[src/rtl/perceptron_layer.sv]
// Perceptron layer: M neurons over a shared N-element input vector.
// One signed multiplier is time-shared across all N*M products; each neuron's
// sum is activated (identity / ReLU / step) and saturated to DATA_WIDTH bits.
//
// state     | meaning
// ----------+--------------------------------------------------------------
// S_IDLE    | waiting for in_valid; in_ready high, last y held
// S_COMPUTE | one multiply-accumulate per edge, neuron m, input n
// S_DONE    | y complete, out_valid high until out_ready
module perceptron_layer #(
   parameter int N          = 4,
   parameter int M          = 2,
   parameter int DATA_WIDTH = 8
) (
   input  logic                           clk,
   input  logic                           rst_n,
   input  logic                           in_valid,
   output logic                           in_ready,
   input  logic [N*DATA_WIDTH-1:0]        x,
   input  logic [M*N*DATA_WIDTH-1:0]      w,
   input  logic [M*DATA_WIDTH-1:0]        b,
   input  logic [1:0]                     mode,
   output logic                           out_valid,
   input  logic                           out_ready,
   output logic [M*DATA_WIDTH-1:0]        y,
   output logic                           busy
);

   localparam int DW = DATA_WIDTH;
   localparam int AW = 2*DW + $clog2(N+1) + 1;
   localparam int NW = (N > 1) ? $clog2(N) : 1;
   localparam int MW = (M > 1) ? $clog2(M) : 1;

   localparam logic [1:0] S_IDLE    = 2'd0;
   localparam logic [1:0] S_COMPUTE = 2'd1;
   localparam logic [1:0] S_DONE    = 2'd2;

   localparam logic [NW-1:0] N_LAST = NW'(N-1);
   localparam logic [MW-1:0] M_LAST = MW'(M-1);

   logic [1:0]               state;
   logic [N*DW-1:0]          x_r;
   logic [M*N*DW-1:0]        w_r;
   logic [M*DW-1:0]          b_r;
   logic [1:0]               mode_r;
   logic [NW-1:0]            n_idx;
   logic [MW-1:0]            m_idx;
   logic signed [AW-1:0]     acc;
   logic [M*DW-1:0]          y_r;

   logic signed [DW-1:0]     x_sel;
   logic signed [DW-1:0]     w_sel;
   logic signed [DW-1:0]     b_sel;
   logic signed [2*DW-1:0]   prod;
   logic signed [AW-1:0]     sum;
   logic [DW-1:0]            sat;
   logic [DW-1:0]            act;

   // Operand selection from the captured input set for the current (m, n)
   always_comb begin
      x_sel = '0;
      w_sel = '0;
      b_sel = '0;
      for (int i = 0; i < N; i++) begin
         if (n_idx == NW'(i)) x_sel = x_r[i*DW +: DW];
      end
      for (int j = 0; j < M; j++) begin
         if (m_idx == MW'(j)) begin
            b_sel = b_r[j*DW +: DW];
            for (int i = 0; i < N; i++) begin
               if (n_idx == NW'(i)) w_sel = w_r[(j*N+i)*DW +: DW];
            end
         end
      end
   end

   // Shared multiplier and accumulate; the bias seeds the sum at n=0
   always_comb begin
      prod = x_sel * w_sel;
      sum  = ((n_idx == '0) ? {{(AW-DW){b_sel[DW-1]}}, b_sel} : acc)
           + {{(AW-2*DW){prod[2*DW-1]}}, prod};
   end

   // Saturation to DW bits, then activation selected by the captured mode
   always_comb begin
      if (sum[AW-1:DW-1] == {(AW-DW+1){sum[AW-1]}})
         sat = sum[DW-1:0];
      else if (sum[AW-1])
         sat = {1'b1, {(DW-1){1'b0}}};
      else
         sat = {1'b0, {(DW-1){1'b1}}};
      case (mode_r)
         2'd1:    act = sum[AW-1] ? '0 : sat;
         2'd2:    act = (!sum[AW-1] && (|sum)) ? DW'(1) : '0;
         default: act = sat;
      endcase
   end

   // Sequencer: capture, per-product accumulate, per-neuron writeback, handoff
   always_ff @(posedge clk or negedge rst_n) begin
      if (!rst_n) begin
         state  <= S_IDLE;
         x_r    <= '0;
         w_r    <= '0;
         b_r    <= '0;
         mode_r <= '0;
         n_idx  <= '0;
         m_idx  <= '0;
         acc    <= '0;
         y_r    <= '0;
      end else begin
         case (state)
            S_IDLE: begin
               if (in_valid) begin
                  x_r    <= x;
                  w_r    <= w;
                  b_r    <= b;
                  mode_r <= mode;
                  n_idx  <= '0;
                  m_idx  <= '0;
                  acc    <= '0;
                  state  <= S_COMPUTE;
               end
            end
            S_COMPUTE: begin
               if (n_idx == N_LAST) begin
                  for (int j = 0; j < M; j++) begin
                     if (m_idx == MW'(j)) y_r[j*DW +: DW] <= act;
                  end
                  acc   <= '0;
                  n_idx <= '0;
                  if (m_idx == M_LAST) begin
                     m_idx <= '0;
                     state <= S_DONE;
                  end else begin
                     m_idx <= m_idx + MW'(1);
                  end
               end else begin
                  acc   <= sum;
                  n_idx <= n_idx + NW'(1);
               end
            end
            S_DONE: begin
               if (out_ready) state <= S_IDLE;
            end
            default: state <= S_IDLE;
         endcase
      end
   end

   assign in_ready  = (state == S_IDLE);
   assign out_valid = (state == S_DONE);
   assign busy      = (state == S_COMPUTE);
   assign y         = y_r;

endmodule

[config.mk]
export PLATFORM = sky130hd
export DESIGN_NAME = perceptron_layer
export DESIGN_NICKNAME = d
export VERILOG_FILES = /design/src/rtl/perceptron_layer.sv
export SDC_FILE = /design/constraint.sdc
export NUM_CORES = 1
export LEC_CHECK = 0
export CAP_MARGIN = 0
export CORE_ASPECT_RATIO = 0.8
export CORE_MARGIN = 8
export CORE_UTILIZATION = 35
export CTS_BUF_LIST = sky130_fd_sc_hd__clkbuf_2
export CTS_CLUSTER_SIZE = 16
export DETAILED_ROUTE_END_ITERATION = 7
export MAX_ROUTING_LAYER = met4
export SLEW_MARGIN = 30
export SYNTH_ARGS = -nofsm -noshare
export SYNTH_HDL_FRONTEND = slang
export SYNTH_SLANG_ARGS = --single-unit
export TNS_END_PERCENT = 10
[constraint.sdc]
create_clock -name clk -period 16.4 [get_ports clk]
set_clock_uncertainty 0.15 [all_clocks]
set_input_delay 3.28 -clock clk [delete_from_list [all_inputs] [get_ports clk]]
set_output_delay 3.28 -clock clk [all_outputs]
set_load 0.005 [all_outputs]
# After elaboration in Yosys (flattened, before gate mapping)
# Cells that the tools add are included.
# word_totals
register_bits,155
out_inout_bits,19
word_cells,75
inputBits,118
# classes
mul,1
addsub,3
bitwise_logic,1
eq_ne,12
n_mux,36
reduce_logical,12
# op_table
cell,n
two-way mux 8 bit,18
two-way mux 20 bit,3
case mux 20 bit (2 select lines),1
adder 20 bit,1
OR reduction 20 bit,1
multiplier 8 x 8 -> 16 bit,1
case mux 8 bit (2 select lines),1
== test 12 bit,1
two-way mux 2 bit,6
AND reduction 3 bit,3
"== test 2 bit, second input constant",4
"== test 2 x 1 -> 1 bit, second input constant",3
"!= test 2 x 1 -> 1 bit, second input constant",3
case mux 2 bit (3 select lines),1
logical NOT 2 bit,2
two-way mux 1 bit,4
case mux 2 bit (2 select lines),1
AND reduction 2 bit,2
AND reduction 4 bit,1
"adder 2 x 1 -> 2 bit, second input constant",1
"!= test 2 bit, second input constant",1
case mux 1 bit (2 select lines),1
nonzero test 2 bit,1
"adder 1 bit, second input constant",1
other kinds (3),3

# Depth between registers and ports, before layout
# Gate-level depths: netlist of the first run.
# logic_depth
depth_word,17
depth_mapped,46

# Worst setup path before layout of the first run
# No wires, ideal clock.
# synth_timing
path_type,reg-to-reg
from,reg n_idx[1]
to,"reg y_r[10], in the netlist y[10]"
path_stages_with_launch,40
synth_period_minus_slack_ns,9.019
t_required_ns,16.173
arrival_ns,8.792
slack_ns,7.381
path_buffers,4
setup_time_ns,0.077
cell_sequence,dfrtp_1 > inv_1 > ha_1 > clkbuf_1 > nor2b_1 > clkbuf_1 > a22o_1 > mux4_2 > o21ai_0 > inv_1 > and2_1 > fa_1 > fa_1 > fa_1 > inv_1 > fa_1 > inv_1 > ha_1 > [4 not listed] > nor2_1 > xnor2_1 > ha_1 > buf_6 > a21o_1 > a221o_1 > o21ai_2 > a31oi_1 > or4_1 > nand3_1 > xnor2_1 > buf_6 > ha_1 > nor4_1 > nand4_2 > nor2b_1 > o221ai_1 > o21ai_1
# synth_between
elab_chain_cells,17
word_cells_on_any_way,27
cone_classes,add/sub: 1; mul: 1; eq/ne: 4; mux: 19; reduce/logical: 2
# synth_lines
item,line,rtl
start: declaration,46,logic [NW-1:0] n_idx;
start signal: assignment,140,n_idx <= n_idx + NW'(1);
logical NOT 2 bit,"65, 71, 80",
two-way mux 8 bit (4 in a row),71,if (n_idx == NW'(i)) w_sel = w_r[(j*N+i)*DW +: DW];
two-way mux 8 bit,68,if (m_idx == MW'(j)) begin
two-way mux 8 bit (4 in a row),71,
two-way mux 8 bit,68,
multiplier 8 x 8 -> 16 bit,79,prod = x_sel * w_sel;
adder 20 bit,81,"+ {{(AW-2*DW){prod[2*DW-1]}}, prod};"
== test 12 bit / two-way mux 8 bit (equally long branches),"86, 88",
two-way mux 8 bit,86,if (sum[AW-1:DW-1] == {(AW-DW+1){sum[AW-1]}})
two-way mux 8 bit,93,2'd1: act = sum[AW-1] ? '0 : sat;
case mux 8 bit (2 select lines),92,case (mode_r)
end signal: indexed assignment,128,if (m_idx == MW'(j)) y_r[j*DW +: DW] <= act;
end: declaration,49,logic [M*DW-1:0] y_r;
# Several ways; a longest one is shown, not always the timed one.
# A chain may end at the register's enable or synchronous reset.

# Worst setup path in the final report of the first run
# layout_timing
from,reg n_idx[1]
to,"reg y_r[12], in the netlist y[12]"
# Same word-level chain as after synthesis.

==> qor.txt, run 1 <==
status = finished, final reports clean
Synth Cell Area = 0.0106 mm^2
Pre-antenna DRT Iters = 7
Detail Route Antenna Nets = 0
first-pass GRT wire length = 43800 um
Final HPWL DP = 19900 um
via count = 7752
Worst Hold Endpoint = acc[4]
die height = 172 um
layout cells sized above 1 = 0.164
WL/cell = 16.8 um
die area = 0.0361 mm^2
Worst-Margin Slew = 0.833 ns
Critical Path RT = 16.96 ns
Syn-to-layout area delta = 19.2%
largest net degree at the start of global routing = 81
Ys Warns = 0
DRC Markers = 0
post-route minimum period = 10.33 ns
maximum root-to-sink buffer count = 2
TritonCTS Buffers = 17
number of synthesized register bits = 155
Final setup viols = 0
sum of routed wire length over all layers = 26300 um
initial antenna violation count = 1
flop-to-flop setup slack = 6.07 ns
row cnt = 57
Gate Count Post-Synth = 1018
post-cts resize count = 0
Crit Path Max Fanout = 26
total global-route track usage = 0.157
Setup TNS = 0 ns
GR Overflow Total = 0
Iter 0 DRT Violations = 457
Hold Vio Cnt, Final = 0
fin crit share = 0.630
Mapped Nets = 1247
RSZ-0062 raised after global routing = no
critical path's largest stage delay = 0.56 ns
gpl congestion = 0.832
Worst R2R Start = n_idx[1]
Critical-path top delay cell = fa_1
Hold Startpoint = acc[4]
WP data arrival = 10.89 ns
Starting Density = 0.352
IO buf count = 136
EDFF count, synth = 0
CTS Hold Buffers Added = 0
Root Buffer = clkbuf_2
Final Max Tran Viols = 0
core area = 0.0300 mm^2
TritonCTS clock tree = built
sequential share of the synthesized area = 0.367
R2R Path End = y[12]
max_slew headroom = 0.440
Synth Area per Inst = 10.4 um^2
Die W = 210 um
worst-skew pair later-pin latency = 0.80 ns
critical path endpoint category = register
clk slew on worst S/H paths = 0.28 ns
DR vias/cell = 4.96
Crit Path Category = reg2reg
WHS Path Cells = 2
vias in the first global route = 8166
fmax = 96.8 MHz
clk sinks = 155
Reg2Reg Depth = 38
post-CTS setup buffers = 0
H-tree Lvls = 4
Synth cell types = 67
Hold Crit Class = reg2reg
Top Ports = 137
Main synth FF type = dfrtp_1
final net count = 1365
MaxCap Viol Count = 0
Async SR Flop Fraction = 1.00
Critical Path Start Type = register
-- worst max-delay path by stage --
stage | startpoint | to | slack, ns | cells after the start
floorplan | n_idx[1] | y[10] | 7.38 | 39
global placement | n_idx[0] | y[12] | 6.15 | 38
CTS | n_idx[1] | y[12] | 5.75 | 39
detailed placement | n_idx[1] | y[12] | 5.86 | 39
finish | n_idx[1] | y[12] | 6.07 | 38
global route | n_idx[1] | y[12] | 5.30 | 39
-- cells in the mapped netlist, types with 3 or more instances --
master / instances / area share
dfrtp_1: 155 / 0.37
mux2_2: 113 / 0.12
inv_1: 107 / 0.038
nor2_1: 99 / 0.035
nand2_1: 65 / 0.023
fa_1: 57 / 0.11
ha_1: 54 / 0.064
a21oi_1: 36 / 0.017
clkbuf_1: 35 / 0.012
o21ai_0: 32 / 0.015
o21ai_1: 27 / 0.013
a22o_1: 21 / 0.017
xnor2_1: 21 / 0.017
mux2i_1: 16 / 0.015
o21a_1: 15 / 0.011
a21o_1: 12 / 0.0085
nand3_1: 11 / 0.0052
nor3_1: 11 / 0.0052
nand2b_1: 10 / 0.0059
a22oi_1: 9 / 0.0064
or2_2: 9 / 0.0053
xor2_1: 9 / 0.0075
mux4_2: 8 / 0.017
and2_1: 7 / 0.0041
nor2b_1: 6 / 0.0035
a211oi_1: 4 / 0.0028
nor4_1: 4 / 0.0024
o221ai_1: 4 / 0.0033
a31oi_1: 3 / 0.0018
and3_1: 3 / 0.0018
buf_1: 3 / 0.0011
buf_2: 3 / 0.0014
nand4_1: 3 / 0.0018
o211ai_2: 3 / 0.0035
o21bai_1: 3 / 0.0021
or3_1: 3 / 0.0018
-- sequential cells by signal, indices dropped and copies added, names as in the netlist --
signal	count
acc	20
w_r	64
m_idx	1
state	2
b_r	16
n_idx	2
x_r	32
y	16
mode_r	2
-- area by class of cell --
class | instances | area, um^2
Timing Repair Buffer | 142 | 1420
Clock inverter | 14 | 160
Clock buffer | 18 | 90.1
Tap cell | 413 | 517
Inverter | 107 | 402
Multi-Input combinational cell | 713 | 6150
Fill cell | 2931 | 17400
Antenna cell | 1 | 2.50
Sequential cell | 155 | 3880
-- metal layers --
layer | GRT usage | part of all wire | vias up
li1 | - | - | 3717
met1 | 0.223 | 0.52 | 3862
met2 | 0.232 | 0.44 | 161
met3 | 0.0282 | 0.034 | 12
met4 | 0.0319 | 0.0083 | 0
met5 | - | 0 | -
-- critical path, delay by kind of cell, from the launching register on --
kind | cells | cell delay, ns
xor gates and xnor gates | 2 | 0.60
muxes | 1 | 0.48
adders and majority gates | 8 | 3.42
AOI/OAI and AO/OA | 11 | 2.33
buffers and inverters | 5 | 0.75
DFF | 1 | 0.47
and+or+nand+nor | 11 | 2.00
-- cell usage in the layout (no fill, tap or decap), types with 4 or more instances in the layout --
master	n
mux2i_1	16
o221ai_1	4
nor2b_1	5
a21oi_1	36
xor2_1	9
a211oi_1	4
nand3_1	11
inv_1	107
a22o_1	21
nor2_1	98
nor4_1	4
o21ai_0	32
and2_1	6
or2_2	9
xnor2_1	20
a22oi_1	9
ha_1	53
nand2_1	65
o21ai_1	27
buf_4	4
clkbuf_2	18
mux2_2	113
o21a_1	15
clkdlybuf4s50_1	135
nor3_1	11
fa_1	57
dfrtp_1	155
mux4_2	8
a21o_1	12
nand2b_1	10
-- metrics by stage --
step,cell area (um^2),util,hold slack [ns],worst slack (ns),std cells
final,12600,0.420,0.366,6.07,1563
after global routing,12600,0.420,0.398,5.30,1563
after CTS,12600,0.419,0.369,5.75,1562
after detailed placement,12300,0.411,0.322,5.86,1530
after global placement,12300,0.411,0.314,6.15,1530
after floorplan,10600,-,0.301,7.38,1018
-- kinds of logic (layout without fill, tap and decap cells) --
logic type,after synthesis,count (layout),synth area share
and+or+nand+nor,241,241,0.104
muxes,137,137,0.152
AOI/OAI and AO/OA,194,194,0.125
other,0,1,0
adders and majority gates,111,111,0.172
buffers and inverters,150,281,0.0550
DFF,155,155,0.367
xor gates and xnor gates,30,30,0.0248
Power of run 1 is not shown: default switching activity piles up to over one toggle a cycle in this logic, so the estimate is an artifact.
==> inputs of run 2 (changes only) <==
==> constraint.sdc (replaced) <==
create_clock -name clk -period 10.1 [get_ports clk]
set_clock_uncertainty 0.15 [all_clocks]
set_input_delay 2.02 -clock clk [delete_from_list [all_inputs] [get_ports clk]]
set_output_delay 2.02 -clock clk [all_outputs]
set_load 0.005 [all_outputs]
==> qor.txt, run 2 (same netlist as run 1, synthesis figures left out) <==
WL/cell = 17.2 um
Non-Filler Instances = 1580
Detail Route Antenna Nets = 0
CTS Hold Buffers Added = 0
Most common cell on crit path = inv_1
via count = 7859
die area = 0.0361 mm^2
fmax = 105 MHz
leading cell type in the layout, fill and taps excluded = dfrtp_1
Final setup viols = 0
Starting Density = 0.352
WP depth = 38
Iter 0 DRT Violations = 446
DR vias/cell = 4.97
Crit Path Category = reg2reg
TritonCTS clock tree = built
fin crit share = 0.944
critical path endpoint category = register
row cnt = 57
initial antenna violation count = 1
max_slew headroom = 0.360
GR Overflow Total = 0
final net count = 1383
Filler cells = 2903
Pre-antenna DRT Iters = 4
layout cells sized above 1 = 0.184
WHS Path Cells = 2
gpl congestion = 0.865
Worst path top cell family by delay = adder cells
H-tree Lvls = 4
commonest cells after routing, fill and taps aside = dfrtp_1, clkdlybuf4s50_1, mux2_2, inv_1, nor2_1
Final HPWL DP = 20500 um
clk sinks = 155
vias in the first global route = 8354
Critical Path Start Type = register
Reg2Reg Depth = 38
IO buf count = 136
status = finished, final reports clean
CP bufs+invs = 6
Hold Crit Class = reg2reg
Final Max Tran Viols = 0
number of flip-flops in the largest register = 64
worst-skew pair later-pin latency = 0.77 ns
TritonCTS Buffers = 17
largest net degree at the start of global routing = 82
Hold Vio Cnt, Final = 0
post-route minimum period = 9.54 ns
WP data arrival = 10.07 ns
Most flops, register = w_r
total global-route track usage = 0.160
Critical-path top delay cell = fa_1
Top Ports = 137
MaxCap Viol Count = 0
Syn-to-layout area delta = 21.4%
clk slew on worst S/H paths = 0.24 ns
Worst-Margin Slew = 0.960 ns
core area = 0.0300 mm^2
Crit Path Max Fanout = 8
critical path's largest stage delay = 0.56 ns
Top Registers = w_r (64), x_r (32), acc (20)
Root Buffer = clkbuf_2
maximum root-to-sink buffer count = 2
placed insts = 1547
first-pass GRT wire length = 44600 um
Die W = 210 um
DRC Markers = 0
die height = 172 um
Critical Path RT = 10.63 ns
sum of routed wire length over all layers = 27100 um
-- run 2: cell types whose count changed in the layout (fill, tap and decap cells not counted), moves of 2 or more --
cell,change
bufinv_16,+3
buf_4,+18
o21ai_2,+2
o21ai_0,-2
inv_8,-2
-- run 2: worst reg2reg max path: cells and delay by family (launching register included) --
kind,cells,cell delay (ns)
xor gates and xnor gates,2,0.24
AOI/OAI and AO/OA,13,2.39
DFF,1,0.47
adders and majority gates,8,3.31
buffers and inverters,6,0.62
muxes,1,0.49
and+or+nand+nor,8,1.80
-- run 2: metrics by stage --
stage | util | area, um^2 | hold slack [ns] | setup TNS (ns) | worst slack, ns
global route | 0.428 | 12800 | 0.391 | -0.219 | -0.0795
global placement | 0.415 | 12500 | 0.313 | 0 | 0.715
finish | 0.428 | 12800 | 0.364 | 0 | 0.563
CTS | 0.425 | 12800 | 0.371 | 0 | 0.215
detailed placement | 0.415 | 12500 | 0.321 | 0 | 0.283
floorplan | - | 10600 | 0.301 | 0 | 1.08
-- run 2: layout make-up --
class | instances | area [um^2] | share of cell area
Multi-Input combinational cell | 713 | 6180 | 0.482
Tap cell | 413 | 517 | 0.0402
Antenna cell | 1 | 2.50 | 0.000195
Sequential cell | 155 | 3880 | 0.302
Clock buffer | 19 | 95.1 | 0.00741
Inverter | 107 | 402 | 0.0313
Timing Repair Buffer | 160 | 1550 | 0.121
Clock inverter | 12 | 211 | 0.0165
-- run 2: repair_timing --
action / CTS / global route
resized for setup: 0 / 14
setup endpoints to repair: 0 / 14
buffers inserted: 0 / 1
-- run 2: per-layer routing --
layer	global-route usage	up-vias	wire length (um)
met3	0.0306	22	1090
met1	0.222	3888	13600
li1	-	3767	-
met2	0.240	182	12100
met4	0.0352	0	296
met5	-	-	0
-- run 2: path summary, 6_finish.rpt --
check                           startpoint      end  slack (ns)
worst min register to register      acc[4]   acc[4]        0.36
max in group asynchronous            rst_n  w_r[31]        7.48
worst max register to register    n_idx[0]    y[10]        0.56
worst max-delay path              n_idx[0]    y[10]        0.56
min in group asynchronous            rst_n     y[6]        1.09
worst min-delay path                acc[4]   acc[4]        0.36
Power of run 2 is left out for the same reason.
==> inputs of run 3 (changes only) <==
--- a/config.mk
+++ b/config.mk
@@ -8,11 +8,12 @@
 export CAP_MARGIN = 0
 export CORE_ASPECT_RATIO = 0.8
 export CORE_MARGIN = 8
-export CORE_UTILIZATION = 35
+export CORE_UTILIZATION = 50
 export CTS_BUF_LIST = sky130_fd_sc_hd__clkbuf_2
 export CTS_CLUSTER_SIZE = 16
 export DETAILED_ROUTE_END_ITERATION = 7
 export MAX_ROUTING_LAYER = met4
+export PLACE_DENSITY = 0.73
 export SLEW_MARGIN = 30
 export SYNTH_ARGS = -nofsm -noshare
 export SYNTH_HDL_FRONTEND = slang
==> constraint.sdc (replaced) <==
create_clock -name clk -period 11.54 [get_ports clk]
set_clock_uncertainty 0.15 [all_clocks]
set_input_delay 2.308 -clock clk [delete_from_list [all_inputs] [get_ports clk]]
set_output_delay 2.308 -clock clk [all_outputs]
set_load 0.005 [all_outputs]
==> qor.txt, run 3 (same netlist as run 1, synthesis figures left out) <==
Worst R2R Start = n_idx[1]
Top Ports = 137
RSZ-0062 raised after global routing = no
post-CTS setup buffers = 0
critical path's largest stage delay = 0.59 ns
row cnt = 47
largest net degree at the start of global routing = 88
Worst Hold Endpoint = acc[9]
Crit Path Max Fanout = 26
fmax = 99.0 MHz
WP data arrival = 10.65 ns
Hold Startpoint = acc[9]
Syn-to-layout area delta = 17.8%
IO buf count = 136
sum of routed wire length over all layers = 25000 um
Final setup viols = 0
Critical Path RT = 12.09 ns
Hold Vio Cnt, Final = 0
die area = 0.0261 mm^2
initial antenna violation count = 0
fin crit share = 0.875
Starting Density = 0.511
post-cts resize count = 0
Reg2Reg Depth = 39
Iter 0 DRT Violations = 545
core area = 0.0207 mm^2
flop-to-flop setup slack = 1.44 ns
maximum root-to-sink buffer count = 2
CTS Hold Buffers Added = 0
GR Overflow Total = 0
max_slew headroom = 0.470
WL/cell = 17.6 um
Die W = 179 um
Hold Crit Class = reg2reg
die height = 146 um
layout cells sized above 1 = 0.166
TritonCTS Buffers = 17
total global-route track usage = 0.203
Final HPWL DP = 19000 um
Top Registers = w_r (64), x_r (32), acc (20)
Pre-antenna DRT Iters = 7
status = finished, final reports clean
Ant. Diodes = 0
worst-skew pair later-pin latency = 0.76 ns
gpl congestion = 0.874
final net count = 1366
post-route minimum period = 10.10 ns
Critical-path top delay cell = o21ai_1
via count = 7821
Most flops, register = w_r
Final Max Tran Viols = 0
MaxCap Viol Count = 0
number of flip-flops in the largest register = 64
H-tree Lvls = 4
DR vias/cell = 5.51
first-pass GRT wire length = 41900 um
DRC Markers = 0
Detail Route Antenna Nets = 0
leading cell type in the layout, fill and taps excluded = dfrtp_1
Critical Path Start Type = register
critical path endpoint category = register
Crit Path Category = reg2reg
Setup TNS = 0 ns
Filler cells = 1729
TritonCTS clock tree = built
clk sinks = 155
commonest cells after routing, fill and taps aside = dfrtp_1, clkdlybuf4s50_1, mux2_2, inv_1, nor2_1
R2R Path End = y[10]
Root Buffer = clkbuf_2
vias in the first global route = 8208
clk slew on worst S/H paths = 0.30 ns
WHS Path Cells = 2
Worst-Margin Slew = 0.789 ns
[run 3: cell types whose count changed in the layout (fill, tap and decap cells not counted), sizes merged]
cell,before,now
bufinv,5,0
clkinvlp,2,0
diode,1,0
clkinv,1,7
clkbuf,19,17
inv,111,115
buf,25,8
[run 3: through the flow]
stage                util  worst slack (ns)  area (um^2)  cells  hold WS, ns
finish              0.602              1.44        12500   1419        0.372
global route        0.602             0.565        12500   1419        0.398
CTS                 0.601              1.07        12400   1419        0.375
detailed placement  0.587              1.12        12200   1387        0.323
global placement    0.587              1.38        12200   1387        0.315
floorplan               -              2.52        10600   1018        0.301
[run 3: layout make-up]
| type | count | area, um^2 | share of cell area |
|---|---|---|---|
| repair buffers | 143 | 1420 | 0.114 |
| multi-input cells | 713 | 6150 | 0.493 |
| clock inverters | 15 | 191 | 0.0154 |
| flip-flops and latches | 155 | 3880 | 0.311 |
| well taps | 269 | 337 | 0.0270 |
| clock buffers | 17 | 85.1 | 0.00683 |
| inverters | 107 | 402 | 0.0322 |
[run 3: how the worst max path moves through the flow]
stage	to	cells past startpoint	start	slack (ns)
final	y[10]	39	n_idx[1]	1.44
after global routing	y[3]	39	n_idx[1]	0.56
after CTS	y[3]	39	n_idx[1]	1.07
after detailed placement	y[10]	39	n_idx[1]	1.12
after global placement	y[10]	38	n_idx[0]	1.38
after floorplan	y[10]	39	n_idx[1]	2.52
[run 3: critical path: cells and delay by family, from the launching register on]
family | cells | cell delay, ns
AOI/OAI and AO/OA | 12 | 2.59
buffers and inverters | 4 | 0.55
adders and majority gates | 8 | 3.15
muxes | 1 | 0.48
DFF | 1 | 0.47
and+or+nand+nor | 12 | 2.06
xor gates and xnor gates | 2 | 0.58
[run 3: layer usage]
layer / global-route usage / vias up / part of all wire
li1: - / 3746 / -
met1: 0.282 / 3860 / 0.49
met2: 0.309 / 188 / 0.45
met3: 0.0379 / 27 / 0.045
met4: 0.0380 / 0 / 0.012
met5: - / - / 0
Power of run 3 is left out for the same reason.
